<file path="config.mk">
export PLATFORM = sky130hd
export DESIGN_NAME = mul_wb_queue
export DESIGN_NICKNAME = d
export VERILOG_FILES = /design/src/rtl/mul_wb_queue_pkg.sv /design/src/rtl/mul_wb_queue_sync_fifo.sv /design/src/rtl/mul_wb_queue.sv
export SDC_FILE = /design/constraint.sdc
export NUM_CORES = 1
export LEC_CHECK = 0
export BUFFER_PORTS_ARGS = -buffer_cell sky130_fd_sc_hd__buf_2
export CAP_MARGIN = 5
export CORE_MARGIN = 4
export CORE_UTILIZATION = 45
export DETAILED_ROUTE_END_ITERATION = 10
export PLACE_DENSITY_LB_ADDON = 0.08
export SLEW_MARGIN = 20
export SYNTH_ARGS = -nofsm -noshare
export SYNTH_HDL_FRONTEND = slang
export SYNTH_SLANG_ARGS = --single-unit
</file>
<file path="constraint.sdc">
create_clock -name clk -period 5.24 [get_ports clk]
set_input_delay 0.262 -clock clk [delete_from_list [all_inputs] [get_ports clk]]
set_output_delay 0.262 -clock clk [all_outputs]
set_load 0.05 [all_outputs]
</file>
<file path="src/rtl/mul_wb_queue_pkg.sv">
// Default widths shared by the multiply writeback path.
package mul_wb_queue_pkg;

  localparam int unsigned MWQ_WORD_SIZE       = 32;
  localparam int unsigned MWQ_INSTR_TYPE_SZ   = 4;
  localparam int unsigned MWQ_ROB_ENTRY_WIDTH = 6;
  localparam int unsigned MWQ_DEPTH           = 4;

endpackage

</file>
<file path="src/rtl/mul_wb_queue_sync_fifo.sv">
// Generic in-order FIFO with synchronous reset that also clears storage.
module sync_fifo #(
  parameter int unsigned WIDTH = 8,
  parameter int unsigned DEPTH = 4
) (
  input  logic                       clk,
  input  logic                       reset,
  input  logic                       push,
  input  logic                       pop,
  input  logic [WIDTH-1:0]           din,
  output logic [WIDTH-1:0]           dout,
  output logic [$clog2(DEPTH):0]     count
);

  localparam int unsigned AW = $clog2(DEPTH);

  logic [WIDTH-1:0] mem_q [DEPTH];
  logic [WIDTH-1:0] mem_d [DEPTH];
  logic [AW-1:0]    head_q, head_d;
  logic [AW-1:0]    tail_q, tail_d;
  logic [AW:0]      count_q, count_d;

  always_comb begin
    mem_d   = mem_q;
    head_d  = head_q;
    tail_d  = tail_q;
    if (push) begin
      mem_d[tail_q] = din;
      tail_d        = tail_q + 1'b1;
    end
    if (pop) begin
      head_d = head_q + 1'b1;
    end
    count_d = count_q + {{AW{1'b0}}, push} - {{AW{1'b0}}, pop};
  end

  always_ff @(posedge clk) begin
    if (reset) begin
      for (int unsigned i = 0; i < DEPTH; i++) begin
        mem_q[i] <= '0;
      end
      head_q  <= '0;
      tail_q  <= '0;
      count_q <= '0;
    end else begin
      mem_q   <= mem_d;
      head_q  <= head_d;
      tail_q  <= tail_d;
      count_q <= count_d;
    end
  end

  assign dout  = mem_q[head_q];
  assign count = count_q;

endmodule

</file>
<file path="src/rtl/mul_wb_queue.sv">
// Multiply writeback queue: buffers results until the shared write port grants.
module mul_wb_queue
  import mul_wb_queue_pkg::*;
#(
  parameter int unsigned WORD_SIZE       = MWQ_WORD_SIZE,
  parameter int unsigned INSTR_TYPE_SZ   = MWQ_INSTR_TYPE_SZ,
  parameter int unsigned ROB_ENTRY_WIDTH = MWQ_ROB_ENTRY_WIDTH,
  parameter int unsigned DEPTH           = MWQ_DEPTH
) (
  input  logic                       clk,
  input  logic                       reset,
  input  logic                       in_valid,
  input  logic [INSTR_TYPE_SZ-1:0]   in_instruction_type,
  input  logic [WORD_SIZE-1:0]       in_pc,
  input  logic [WORD_SIZE-1:0]       in_result,
  input  logic [ROB_ENTRY_WIDTH-1:0] in_rob_id,
  output logic                       stall_out,
  input  logic                       wb_grant,
  output logic                       wb_valid,
  output logic [INSTR_TYPE_SZ-1:0]   wb_instruction_type,
  output logic [WORD_SIZE-1:0]       wb_pc,
  output logic [WORD_SIZE-1:0]       wb_result,
  output logic [ROB_ENTRY_WIDTH-1:0] wb_rob_id,
  output logic [$clog2(DEPTH):0]     count
);

  localparam int unsigned CW = $clog2(DEPTH) + 1;
  localparam int unsigned PW = INSTR_TYPE_SZ + 2 * WORD_SIZE + ROB_ENTRY_WIDTH;
  localparam logic [CW-1:0] FULL_CNT = CW'(DEPTH);

  logic          full;
  logic          push;
  logic          pop;
  logic [PW-1:0] fifo_din;
  logic [PW-1:0] fifo_dout;

  assign full      = (count == FULL_CNT);
  assign wb_valid  = (count != '0);
  assign pop       = wb_valid && wb_grant;
  // A pop in the same cycle frees a slot, so a full queue can still accept.
  assign push      = in_valid && (!full || pop);
  assign stall_out = full && !pop;

  assign fifo_din = {in_instruction_type, in_pc, in_result, in_rob_id};
  assign {wb_instruction_type, wb_pc, wb_result, wb_rob_id} = fifo_dout;

  sync_fifo #(
    .WIDTH (PW),
    .DEPTH (DEPTH)
  ) u_fifo (
    .clk   (clk),
    .reset (reset),
    .push  (push),
    .pop   (pop),
    .din   (fifo_din),
    .dout  (fifo_dout),
    .count (count)
  );

endmodule

</file>
==> results of run 1 <==
-- power groups by stage --
stage          clock network [mW]  logic [mW]  registers, mW
6_report                     2.56        1.49           2.62
2_1_floorplan                   0        1.33           2.58
4_1_cts                      2.64        1.52           2.63
5_1_grt                      2.74        1.60           2.66
3_5_place_dp                    0        1.52           2.68
3_3_place_gp                    0        1.51           2.68
-- critical path: stages (launching register included) --
cell and delay [ns]:
sky130_fd_sc_hd__dfxtp_4 0.93, sky130_fd_sc_hd__buf_4 0.50, sky130_fd_sc_hd__mux4_2 0.57, sky130_fd_sc_hd__buf_2 0.23
-- through the flow --
stage / power (mW) / hold WS, ns / util (%) / std cells / setup slack, ns
6_report: 6.677 / 0.1091 / 51.81 / 1708 / 2.211
5_1_grt: 6.999 / 0.1095 / 51.81 / 1708 / 1.951
4_1_cts: 6.798 / 0.08952 / 51.81 / 1708 / 2.077
3_5_place_dp: 4.206 / 0.4572 / 47.79 / 1645 / 2.603
3_3_place_gp: 4.189 / 0.4546 / 47.79 / 1645 / 2.632
2_1_floorplan: 3.905 / 0.4455 / - / 1176 / 2.687
-- Yosys cell counts --
cell / n / share of area, %
sky130_fd_sc_hd__xor2_1: 1 / 0.062
sky130_fd_sc_hd__nor2_1: 3 / 0.080
sky130_fd_sc_hd__ha_1: 6 / 0.53
sky130_fd_sc_hd__nand3_1: 2 / 0.071
sky130_fd_sc_hd__or4b_4: 1 / 0.097
sky130_fd_sc_hd__dfxtp_1: 303 / 43
sky130_fd_sc_hd__a21o_1: 2 / 0.11
sky130_fd_sc_hd__inv_1: 7 / 0.19
sky130_fd_sc_hd__o311ai_0: 1 / 0.062
sky130_fd_sc_hd__o31a_1: 1 / 0.062
sky130_fd_sc_hd__fa_1: 1 / 0.14
sky130_fd_sc_hd__a21oi_1: 2 / 0.071
sky130_fd_sc_hd__and3_4: 2 / 0.16
sky130_fd_sc_hd__buf_4: 2 / 0.11
sky130_fd_sc_hd__buf_2: 8 / 0.28
sky130_fd_sc_hd__nand3_2: 4 / 0.28
sky130_fd_sc_hd__nor2b_1: 2 / 0.088
sky130_fd_sc_hd__buf_6: 6 / 0.48
sky130_fd_sc_hd__nand2b_1: 370 / 16
sky130_fd_sc_hd__clkbuf_1: 50 / 1.3
sky130_fd_sc_hd__mux4_2: 74 / 12
sky130_fd_sc_hd__xnor2_1: 3 / 0.19
sky130_fd_sc_hd__or3_1: 1 / 0.044
sky130_fd_sc_hd__buf_8: 1 / 0.11
sky130_fd_sc_hd__and2_1: 1 / 0.044
sky130_fd_sc_hd__buf_1: 2 / 0.053
sky130_fd_sc_hd__mux2i_1: 296 / 21
sky130_fd_sc_hd__buf_12: 24 / 3.4
-- kinds of logic after synthesis --
| logic type | after synthesis |
|---|---|
| AO/OA/AOI/OAI | 6 |
| XOR/XNOR | 4 |
| AND/OR/NAND/NOR | 386 |
| flip-flops | 303 |
| adder cells (fa/ha/maj) | 7 |
| multiplexers | 370 |
| buffers and inverters | 100 |
-- flip-flops by register name (all words and copies together), names as in the netlist --
signal,cells
u_fifo.count,3
u_fifo.tail_q,2
u_fifo.mem_q,296
u_fifo.head_q,2
-- layout make-up --
class | count | area share (%)
multi-input combinational | 773 | 45.47
sequential | 303 | 38.03
tap | 396 | 3.102
inverter | 7 | 0.1645
timing repair buffer | 166 | 5.492
clock buffer | 56 | 7.058
clock inverter | 7 | 0.6894
-- path summary, 6_finish.rpt --
path | start | end
setup / recovery | u_fifo.head_q[0] | wb_pc[12]
hold / removal | in_instruction_type[1] | u_fifo.mem_q[293]
setup reg to reg | u_fifo.count[1] | u_fifo.mem_q[253]
hold reg to reg | u_fifo.mem_q[5] | u_fifo.mem_q[5]
-- layer usage --
layer	part of all wire [%]	track usage, %	up-vias
met3	4.2	3.260	35
met5	0	0	-
li1	-	-	4271
met2	46	28.03	144
met1	48	25.21	4244
met4	1.7	4.551	0
==> results.txt, run 1 <==
----------------------------------------------------
[Floorplanning]
  Number of top-level design ports ... 157
  DIE HEIGHT ... 185.3 um
  Placeable Area ... 30830 sq um
  Number of rows in the core area ... 64
  Overall die width ... 185.3 um
  Die outline area ... 34330 sq um
  Initial Utilization ... 45.88%

[Synth]
  Synth Area in Simple Gates ... 17.23%
  Nets in the synthesized netlist ... 1261
  Unique cell type count in the Yosys netlist ... 28
  Flip-flop and latch count after synthesis ... 303
  Synthesized-area fraction occupied by ao, oa, aoi and oai cells ... 0.3008%
  Share of the yosys chip area belonging to registers ... 42.88%
  Post-synthesis adder-cell area fraction ... 0.6723%
  Avg Inst Size Synth ... 12.03 sq um
  Xor and xnor area share after synthesis ... 0.2477%
  Gate count after technology mapping ... 1176
  Post-Synthesis Cell Area ... 14140 sq um
  Yosys warning total ... 0
  Dominant combinational cell family by area after synthesis ... multiplexers
  Post-synthesis mux area share ... 32.73%

[Route]
  1st-pass router iterations ... 4
  Drt wl/cell ... 17.79 um
  Routed Wire Length ... 30390 um
  Vias ... 8694
  Number of nets with antenna violations after routing ... 0
  Violation count after the first detailed-route iteration ... 422
  Via count normalized by instance count ... 5.090
  Remaining routing DRC violations ... 0

[Pwr]
  Power spent charging and discharging nets ... 2.023 mW
  Power share of the sequential group ... 39.3%
  Int Pwr ... 4.655 mW
  Fraction of power spent switching nets ... 30.29%
  Share of power burned in combinational logic ... 22.3%
  Worst ir drop on vdd ... 0.2345 mV
  Standby leakage power ... 7.060 nW
  Portion of total power attributed to the clock network ... 38.4%
  Pwr dens ... 418.1 nW/um^2

[Clocking]
  TritonCTS buffer count ... 35
  Post-CTS setup repair buffer count ... 0
  H-tree depth reported by CTS ... 2
  CTS Hold Buffers Added ... 0
  Clock Tree Root ... sky130_fd_sc_hd__clkbuf_16
  Clk slew on worst S/H paths ... 0.06 ns
  Post-CTS Resized ... 0
  Sink count of the clock tree ... 303
  Worst-Skew Late Latency ... 0.50 ns
  Maximum buffer depth of the clock tree ... 3
  TritonCTS clock tree ... done

[STA]
  Worst clock skew on the final layout ... 0.009947 ns
  Final max-slew violation count ... 0
  Setup repair after global routing missed its margin ... false
  Total setup violations reported at the end of the flow ... 0
  Endpoints failing hold ... 0
  Timing-limited maximum frequency ... 0.3301 GHz
  Worst-margin pin slew ... 1.006 ns
  Minimum clock period after layout ... 3.029 ns
  Normalized max-slew margin ... 32.94%
  Final Cycle Share ... 57.81%
  Total negative setup slack ... 0 ns

[Setup path]
  Data required, critical path ... 4.98 ns
  Reg2reg path depth ... 4
  Biggest fanout along the worst timing path ... 40
  Setup Crit Path Kind ... reg2out
  Endpoint class of the critical path ... output pin
  Startpoint class of the critical path ... flop
  Arrival time at the worst endpoint ... 2.77 ns
  Register-to-register setup slack ... 2.74 ns

[Cells and area]
  Final net count ... 1371
  Leading cell type in the layout, fill and taps excluded ... sky130_fd_sc_hd__nand2b_1
  Antenna diode count ... 0
  Final instance area ... 15970 sq um
  Layout overhead on the synthesized area ... 12.91%
  Fraction of final layout cells with drive strength greater than 1 ... 23.32%
  Most frequent cells in the layout ... sky130_fd_sc_hd__nand2b_1 (370), sky130_fd_sc_hd__dfxtp_1 (301), sky130_fd_sc_hd__mux2i_1 (296)
  Fill cell total of the finished layout ... 2753
  Area used by sequential logic in the layout ... 6073 sq um
  Total area of multi-input combinational cells ... 7262 sq um

[Outcome]
  Result of the run ... completed

[Placement]
  Number of port buffers ... 156
  Placed wire-length estimate ... 18150 um
  Final weighted congestion in routability-driven placement ... 0.6997
  Standard cell area after detailed placement ... 14730 sq um

[GRT]
  Vias in the first global route ... 8989
  Global-route wire length before repair ... 49270 um
  Pin count of the biggest net entering global routing ... 194
  Total global routing track utilization ... 17.73%
  Antenna violations before repair ... 0
  Global route overflow ... 0

[Hold path]
  Cell count of the worst hold path ... 3
  Hold Crit Class ... in2reg

[Job]
  Number of maximum-capacitance violations ... 0

----------------------------------------------------
No activity file was read; power rests on OpenSTA's default activity.
==> run 2, diff against run 1 <==
Settings changed: ABC_AREA set to 1.
Clock period 5.24 ns to 3 ns, I/O delays scaled along.
==> results.txt, run 2 <==
----------------------------------------------------
[Clocking]
  Clk slew on worst S/H paths ... 0.06 ns (about the same)
  TritonCTS clock tree ... done
  Maximum buffer depth of the clock tree ... 3 (unchanged)
  H-tree depth reported by CTS ... 2 (unchanged)
  TritonCTS buffer count ... 37 (+5.7%)
  Clock Tree Root ... sky130_fd_sc_hd__clkbuf_16
  Post-CTS setup repair buffer count ... 0 (unchanged)
  Worst-Skew Late Latency ... 0.53 ns (+0.03 ns)
  Sink count of the clock tree ... 303 (unchanged)
  Post-CTS Resized ... 0 (unchanged)

[Synth]
  Flip-flop and latch count after synthesis ... 303 (unchanged)
  Main area contributors after synthesis ... sky130_fd_sc_hd__dfxtp_1 (36%), sky130_fd_sc_hd__inv_1 (15%), sky130_fd_sc_hd__nand2_1 (15%), sky130_fd_sc_hd__nand4_1 (11%), sky130_fd_sc_hd__nor2_1 (6.8%)
  Unique cell type count in the Yosys netlist ... 21 (-25%)
  Cell type contributing the most total cell area after synthesis ... sky130_fd_sc_hd__dfxtp_1
  Nets in the synthesized netlist ... 2872 (+130%)
  Avg Inst Size Synth ... 6.064 sq um (-50%)
  Post-Synthesis Cell Area ... 16900 sq um (+19%)
  Area share of the largest cell type after synthesis ... 35.89% (-7.0 points)
  EDFF count, synth ... 0 (unchanged)
  Share of the yosys chip area belonging to registers ... 35.89% (-7.0 points)
  FFs w/ async S/R, synth ... 0% (unchanged)
  Top cell types by occurrence after synthesis ... sky130_fd_sc_hd__inv_1 (681), sky130_fd_sc_hd__nand2_1 (671), sky130_fd_sc_hd__nor2_1 (305), sky130_fd_sc_hd__dfxtp_1 (303), sky130_fd_sc_hd__nand4_1 (296)
  Yosys warning total ... 0 (unchanged)
  Most common cell in the synthesized netlist ... sky130_fd_sc_hd__inv_1
  Gate count after technology mapping ... 2787 (+140%)
  Ys flop type ... sky130_fd_sc_hd__dfxtp_1

[Cells and area]
  Antenna diode count ... 0 (unchanged)
  Most frequent cells in the layout ... sky130_fd_sc_hd__inv_1 (679), sky130_fd_sc_hd__nand2_1 (671), sky130_fd_sc_hd__nor2_1 (305)
  Layout overhead on the synthesized area ... 14.25%
  Area used by sequential logic in the layout ... 6070 sq um (about the same)
  Total area of multi-input combinational cells ... 7283 sq um (+0.29%)
  Fraction of final layout cells with drive strength greater than 1 ... 9.107% (-14 points)
  Post-layout instance count excluding filler cells ... 3370 (+97%)
  Most flops, register ... u_fifo.mem_q
  Leading cell type in the layout, fill and taps excluded ... sky130_fd_sc_hd__inv_1
  Flip-flop count of the largest register, all copies and words added ... 296 (unchanged)
  Fill cell total of the finished layout ... 3812 (+38%)
  Final net count ... 2925 (+110%)

[STA]
  Setup repair after global routing missed its margin ... false
  Minimum clock period after layout ... 2.475 ns
  Endpoints failing hold ... 0 (unchanged)
  Worst setup slack after layout ... 0.5249 ns (-1.686 ns)
  Worst clock skew on the final layout ... 0.01263 ns (+0.002688 ns)
  Total negative setup slack ... 0 ns (unchanged)
  Timing-limited maximum frequency ... 0.4040 GHz
  Worst-margin pin slew ... 1.076 ns (+0.06966 ns)
  Total setup violations reported at the end of the flow ... 0 (unchanged)
  Final max-slew violation count ... 0 (unchanged)
  Normalized max-slew margin ... 28.29% (-4.6 points)
  Final Cycle Share ... 82.50%

[Placement]
  Number of port buffers ... 156 (unchanged)
  Final weighted congestion in routability-driven placement ... 0.7700 (+10%)
  Placed wire-length estimate ... 26440 um (+46%)
  Post-Place Worst Slack ... 0.9342 ns (-1.669 ns)
  Instance count after placement with tap cells included ... 3271 (+99%)

[GRT]
  Vias in the first global route ... 15139 (+68%)
  Global-route wire length before repair ... 80300 um (+63%)
  Antenna violations before repair ... 0 (unchanged)
  Pin count of the biggest net entering global routing ... 174 (-10%)
  Global route hottest layer ... met2
  Met2 routing resource usage after global routing ... 39.09% (+11 points)
  Global route overflow ... 0 (unchanged)
  Total global routing track utilization ... 23.46% (+5.7 points)
  Met3 Usage GRT ... 3.161% (-0.099 points)
  Met1 track demand over resource in global routing ... 32.82% (+7.6 points)

[Setup path]
  Data required, critical path ... 2.85 ns (-2.13 ns)
  Biggest fanout along the worst timing path ... 59 (+48%)
  Crit-path slowest cell ... sky130_fd_sc_hd__dfxtp_1
  Setup Crit Path Kind ... reg2out
  Endpoint class of the critical path ... output pin
  Largest delay contributor family on the critical path ... buffers and inverters
  Cell occurring most often along the worst timing path ... sky130_fd_sc_hd__a21oi_1
  Startpoint class of the critical path ... flop
  Register-to-register setup slack ... 0.92 ns (-1.82 ns)
  Worst Path Buf+Inv ... 3 (+1)
  Largest stage delay on the critical path ... 0.35 ns (-0.58 ns)
  Worst path cell trace ... inv_4 > buf_12 > a21oi_1 > a21oi_1 > buf_2
  Arrival time at the worst endpoint ... 2.33 ns (-0.44 ns)

[Route]
  1st-pass router iterations ... 5 (+1)
  Drt wl/cell ... 14.82 um (-17%)
  Routed Wire Length ... 49950 um (+64%)
  Vias ... 16397 (+89%)
  Number of nets with antenna violations after routing ... 0 (unchanged)
  Via count normalized by instance count ... 4.866 (-4.4%)
  Violation count after the first detailed-route iteration ... 1187 (+180%)
  Remaining routing DRC violations ... 0 (unchanged)

[Floorplanning]
  Number of top-level design ports ... 157 (unchanged)
  Overall die width ... 201.8 um (+8.9%)
  Placeable Area ... 36870 sq um (+20%)
  DIE HEIGHT ... 201.8 um (+8.9%)
  Initial Utilization ... 45.84% (about the same)
  Die outline area ... 40720 sq um (+19%)
  Number of rows in the core area ... 70 (+9.4%)

[Outcome]
  Result of the run ... completed

[Hold path]
  Hold Crit Class ... in2reg

[Pwr]
  Worst ir drop on vdd ... 0.4148 mV (+77%)
  Pwr dens ... 755.8 nW/um^2 (+81%)
  Standby leakage power ... 9.999 nW (+42%)

[Job]
  Number of maximum-capacitance violations ... 0 (unchanged)

----------------------------------------------------
[run 2: logic make-up (layout without fill, tap and decap cells)]
kind of cell	after synthesis	in the layout	synth area share, %
fa+ha+maj	7	7	0.5626
compound gates	301	301	8.913
buf+inv	894	973	21.63
xor+xnor	2	2	0.1037
flops	303	303	35.89
simple gates	1280	1280	32.90
[run 2: layout make-up]
type / instances / area share, %
inverter: 682 / 13.34
multi-input combinational: 1590 / 37.72
timing repair buffer: 226 / 8.028
clock inverter: 3 / 0.09719
sequential: 303 / 31.43
tap: 504 / 3.266
clock buffer: 62 / 6.123
[run 2: routing by layer]
layer,wire length [um],vias to the layer above
met2,23030,375
met1,23750,7418
met3,2523,51
li1,-,8553
met5,0,-
met4,649,0
[run 2: timing repair]
item,4_1_cts,5_1_grt
endpoints found under the setup margin,0,0
hold endpoints to repair,99,0
hold buffers,34,0
[run 2: worst paths after layout]
check | start | end | cells after the start
setup reg to reg | u_fifo.count[2] | u_fifo.count[2] | 10
hold reg to reg | u_fifo.mem_q[103] | u_fifo.mem_q[103] | 4
setup / recovery | u_fifo.head_q[1] | wb_rob_id[0] | 5
hold / removal | in_result[24] | u_fifo.mem_q[30] | 5
[run 2: stage by stage]
step	instance area (sq um)	hold WS [ns]	total power [mW]	utilization, %
2_1_floorplan	16900	0.2191	8.863	-
5_1_grt	19310	0.02702	15.44	52.37
3_3_place_gp	17770	0.4371	10.19	48.19
3_5_place_dp	17770	0.4400	10.22	48.19
4_1_cts	19310	0.0004630	14.72	52.37
6_report	19310	0.01848	14.59	52.37
[run 2: worst reg2reg max path, stage by stage, from the launching register on]
cell and delay [ns]:
sky130_fd_sc_hd__dfxtp_1 0.36, sky130_fd_sc_hd__inv_1 0.08, sky130_fd_sc_hd__nor2_2 0.19, sky130_fd_sc_hd__nand2_8 0.21
sky130_fd_sc_hd__nand2_1 0.20, sky130_fd_sc_hd__inv_1 0.12, sky130_fd_sc_hd__ha_1 0.23, sky130_fd_sc_hd__fa_1 0.35
sky130_fd_sc_hd__inv_1 0.07, sky130_fd_sc_hd__and2_1 0.12, sky130_fd_sc_hd__nor2_1 0.04
[run 2: where the power goes]
| group | internal (mW) | total (mW) | switching (mW) |
|---|---|---|---|
| Sequential | 4.46 | 4.66 | 0.199 |
| Clock | 2.67 | 4.42 | 1.75 |
| Combinational | 1.40 | 5.52 | 4.12 |
| Total | 8.53 | 14.6 | 6.07 |
==> run 3, diff against run 2 <==
Clock period 3 ns to 2.4 ns, I/O delays scaled along.
==> results.txt, run 3 (synthesis results as in run 2) <==
----------------------------------------------------
[Cells and area]
  Most flops, register ... u_fifo.mem_q
  Final core area utilization ... 53.65% (+1.3 points)
  Layout overhead on the synthesized area ... 17.06%
  Antenna diode count ... 0 (unchanged)
  Leading cell type in the layout, fill and taps excluded ... sky130_fd_sc_hd__inv_1
  Flip-flop count of the largest register, all copies and words added ... 296 (unchanged)
  Final net count ... 2948 (+0.79%)
  Fraction of final layout cells with drive strength greater than 1 ... 9.336% (+0.23 points)
  Most frequent cells in the layout ... sky130_fd_sc_hd__inv_1 (679), sky130_fd_sc_hd__nand2_1 (670), sky130_fd_sc_hd__nor2_1 (305)

[Clocking]
  Clock Tree Root ... sky130_fd_sc_hd__clkbuf_16
  Maximum buffer depth of the clock tree ... 3 (unchanged)
  TritonCTS buffer count ... 37 (unchanged)
  Worst-Skew Late Latency ... 0.51 ns (-0.02 ns)
  Sink count of the clock tree ... 303 (unchanged)
  H-tree depth reported by CTS ... 2 (unchanged)
  Clk slew on worst S/H paths ... 0.06 ns (about the same)
  TritonCTS clock tree ... done

[GRT]
  Vias in the first global route ... 15329 (+1.3%)
  Antenna violations before repair ... 1 (+1)
  Met1 track demand over resource in global routing ... 33.48% (+0.67 points)
  Global route overflow ... 0 (unchanged)
  Total global routing track utilization ... 23.55% (+0.087 points)
  Met2 routing resource usage after global routing ... 38.88% (-0.20 points)
  Global-route wire length before repair ... 81340 um (+1.3%)
  Pin count of the biggest net entering global routing ... 194 (+11%)
  Met3 Usage GRT ... 3.032% (-0.13 points)
  Global route hottest layer ... met2

[STA]
  Final max-slew violation count ... 0 (unchanged)
  Total negative setup slack ... 0 ns (unchanged)
  Worst-margin pin slew ... 0.9273 ns (-0.1483 ns)
  Setup repair after global routing missed its margin ... false
  Minimum clock period after layout ... 2.288 ns
  Normalized max-slew margin ... 38.18% (+9.9 points)
  Final Cycle Share ... 95.34%
  Worst clock skew on the final layout ... 0.009101 ns (-0.003534 ns)
  Endpoints failing hold ... 0 (unchanged)
  Timing-limited maximum frequency ... 0.4370 GHz
  Total setup violations reported at the end of the flow ... 0 (unchanged)

[Setup path]
  Largest stage delay on the critical path ... 0.36 ns (about the same)
  Path length in cells of the critical path ... 6 (+1)
  Worst R2R End ... u_fifo.count[2]
  Worst path cell trace ... inv_6 > buf_12 > buf_12 > a21oi_1 > a21oi_1 > buf_2
  Register-to-register setup slack ... 0.45 ns (-0.47 ns)
  Startpoint class of the critical path ... flop
  First element of the critical path ... u_fifo.head_q[0]
  Arrival time at the worst endpoint ... 2.17 ns (-0.16 ns)
  Start of the worst register-to-register path ... u_fifo.count[1]
  Data required, critical path ... 2.28 ns (-0.57 ns)
  Biggest fanout along the worst timing path ... 44 (-25%)
  Largest delay contributor family on the critical path ... buffers and inverters
  Endpoint class of the critical path ... output pin
  Setup Crit Path Kind ... reg2out
  Timing endpoint of the critical path ... wb_result[15]
  Crit-path slowest cell ... sky130_fd_sc_hd__dfxtp_4
  Reg2reg path depth ... 11 (+1)
  Worst Path Buf+Inv ... 4 (+1)

[Route]
  Vias ... 16471 (+0.45%)
  Violation count after the first detailed-route iteration ... 1233 (+3.9%)
  Drt wl/cell ... 14.92 um (+0.65%)
  Routed Wire Length ... 50670 um (+1.4%)
  Via count normalized by instance count ... 4.850 (-0.32%)
  Number of nets with antenna violations after routing ... 0 (unchanged)
  Remaining routing DRC violations ... 0 (unchanged)
  1st-pass router iterations ... 5 (unchanged)

[Placement]
  Number of port buffers ... 156 (unchanged)
  Placed wire-length estimate ... 26110 um (-1.2%)
  Final weighted congestion in routability-driven placement ... 0.7792 (+1.2%)

[Floorplanning]
  Placeable Area ... 36870 sq um (unchanged)
  Die outline area ... 40720 sq um (unchanged)
  Initial Utilization ... 45.84% (unchanged)
  DIE HEIGHT ... 201.8 um (unchanged)
  Number of top-level design ports ... 157 (unchanged)
  Overall die width ... 201.8 um (unchanged)
  Number of rows in the core area ... 70 (unchanged)

[Pwr]
  Power Total ... 18.63 mW (+28%)
  Standby leakage power ... 10.21 nW (+2.1%)
  Pwr dens ... 941.7 nW/um^2 (+25%)
  Worst ir drop on vdd ... 0.5706 mV (+38%)

[Hold path]
  Hold Crit Class ... in2reg

[Job]
  Number of maximum-capacitance violations ... 0 (unchanged)

[Outcome]
  Result of the run ... completed

----------------------------------------------------
-- run 3: cell types whose count changed in the layout (fill, tap and decap cells not counted), moves of 2 or more --
cell,before,now
sky130_fd_sc_hd__dlygate4sd3_1,34,51
sky130_fd_sc_hd__buf_12,12,23
sky130_fd_sc_hd__buf_4,24,15
sky130_fd_sc_hd__buf_16,0,2
sky130_fd_sc_hd__clkbuf_16,39,41
-- run 3: worst register-to-register path, delay by kind of cell (launching register included) --
kind | cells | cell delay, ns
AND/OR/NAND/NOR | 5 | 0.47
flip-flops | 1 | 0.36
buffers and inverters | 3 | 0.20
adder cells (fa/ha/maj) | 3 | 0.81
-- run 3: area by class of cell --
| class | instances | area [sq um] |
|---|---|---|
| Timing Repair Buffer | 249 | 1981 |
| Multi-Input combinational cell | 1590 | 7286 |
| Tap cell | 504 | 630.6 |
| Fill cell | 3781 | 17090 |
| Clock buffer | 63 | 1186 |
| Clock inverter | 5 | 53.80 |
| Inverter | 682 | 2577 |
| Sequential cell | 303 | 6070 |
-- run 3: worst min path at each step --
stage | from | end | slack, ns | cells past startpoint
6_report | in_pc[10] | u_fifo.mem_q[122] | 0.007 | 5
4_1_cts | in_pc[19] | u_fifo.mem_q[131] | 0.0004 | 5
5_1_grt | in_pc[6] | u_fifo.mem_q[44] | 0.03 | 5
2_1_floorplan | reset | u_fifo.head_q[1] | 0.19 | 1
3_3_place_gp | reset | u_fifo.count[1] | 0.41 | 2
3_5_place_dp | reset | u_fifo.count[1] | 0.41 | 2
-- run 3: repair_timing --
action                                  CTS  global route
pin swaps                                 0             0
hold endpoints to repair                176             0
endpoints found under the setup margin    1             8
hold buffers                             51             0
gates resized for setup                   1             3
setup buffers                             0             0
cloned                                    0             2
-- run 3: metal layers --
metal,up-vias,part of all wire [%]
met5,-,0.026
met4,2,1.2
met3,50,5.4
met2,427,47
met1,7390,47
li1,8602,-
-- run 3: where the power goes --
part | internal [mW] | switching, mW | total (mW) | leakage (nW)
clock | 3.46 | 2.20 | 5.66 | 0.611
combinational | 1.91 | 5.24 | 7.15 | 7.13
sequential | 5.57 | 0.249 | 5.82 | 2.47
-- run 3: metrics by stage --
step           hold WS (ns)  instances  cell area (sq um)  worst slack, ns
2_1_floorplan        0.1891       2787              16900           0.1341
3_3_place_gp         0.4105       3275              17960           0.5128
3_5_place_dp         0.4104       3275              17960           0.4627
4_1_cts           0.0003878       3394              19720          0.02057
5_1_grt             0.03206       3396              19780         0.002736
6_report           0.007459       3396              19780           0.1118
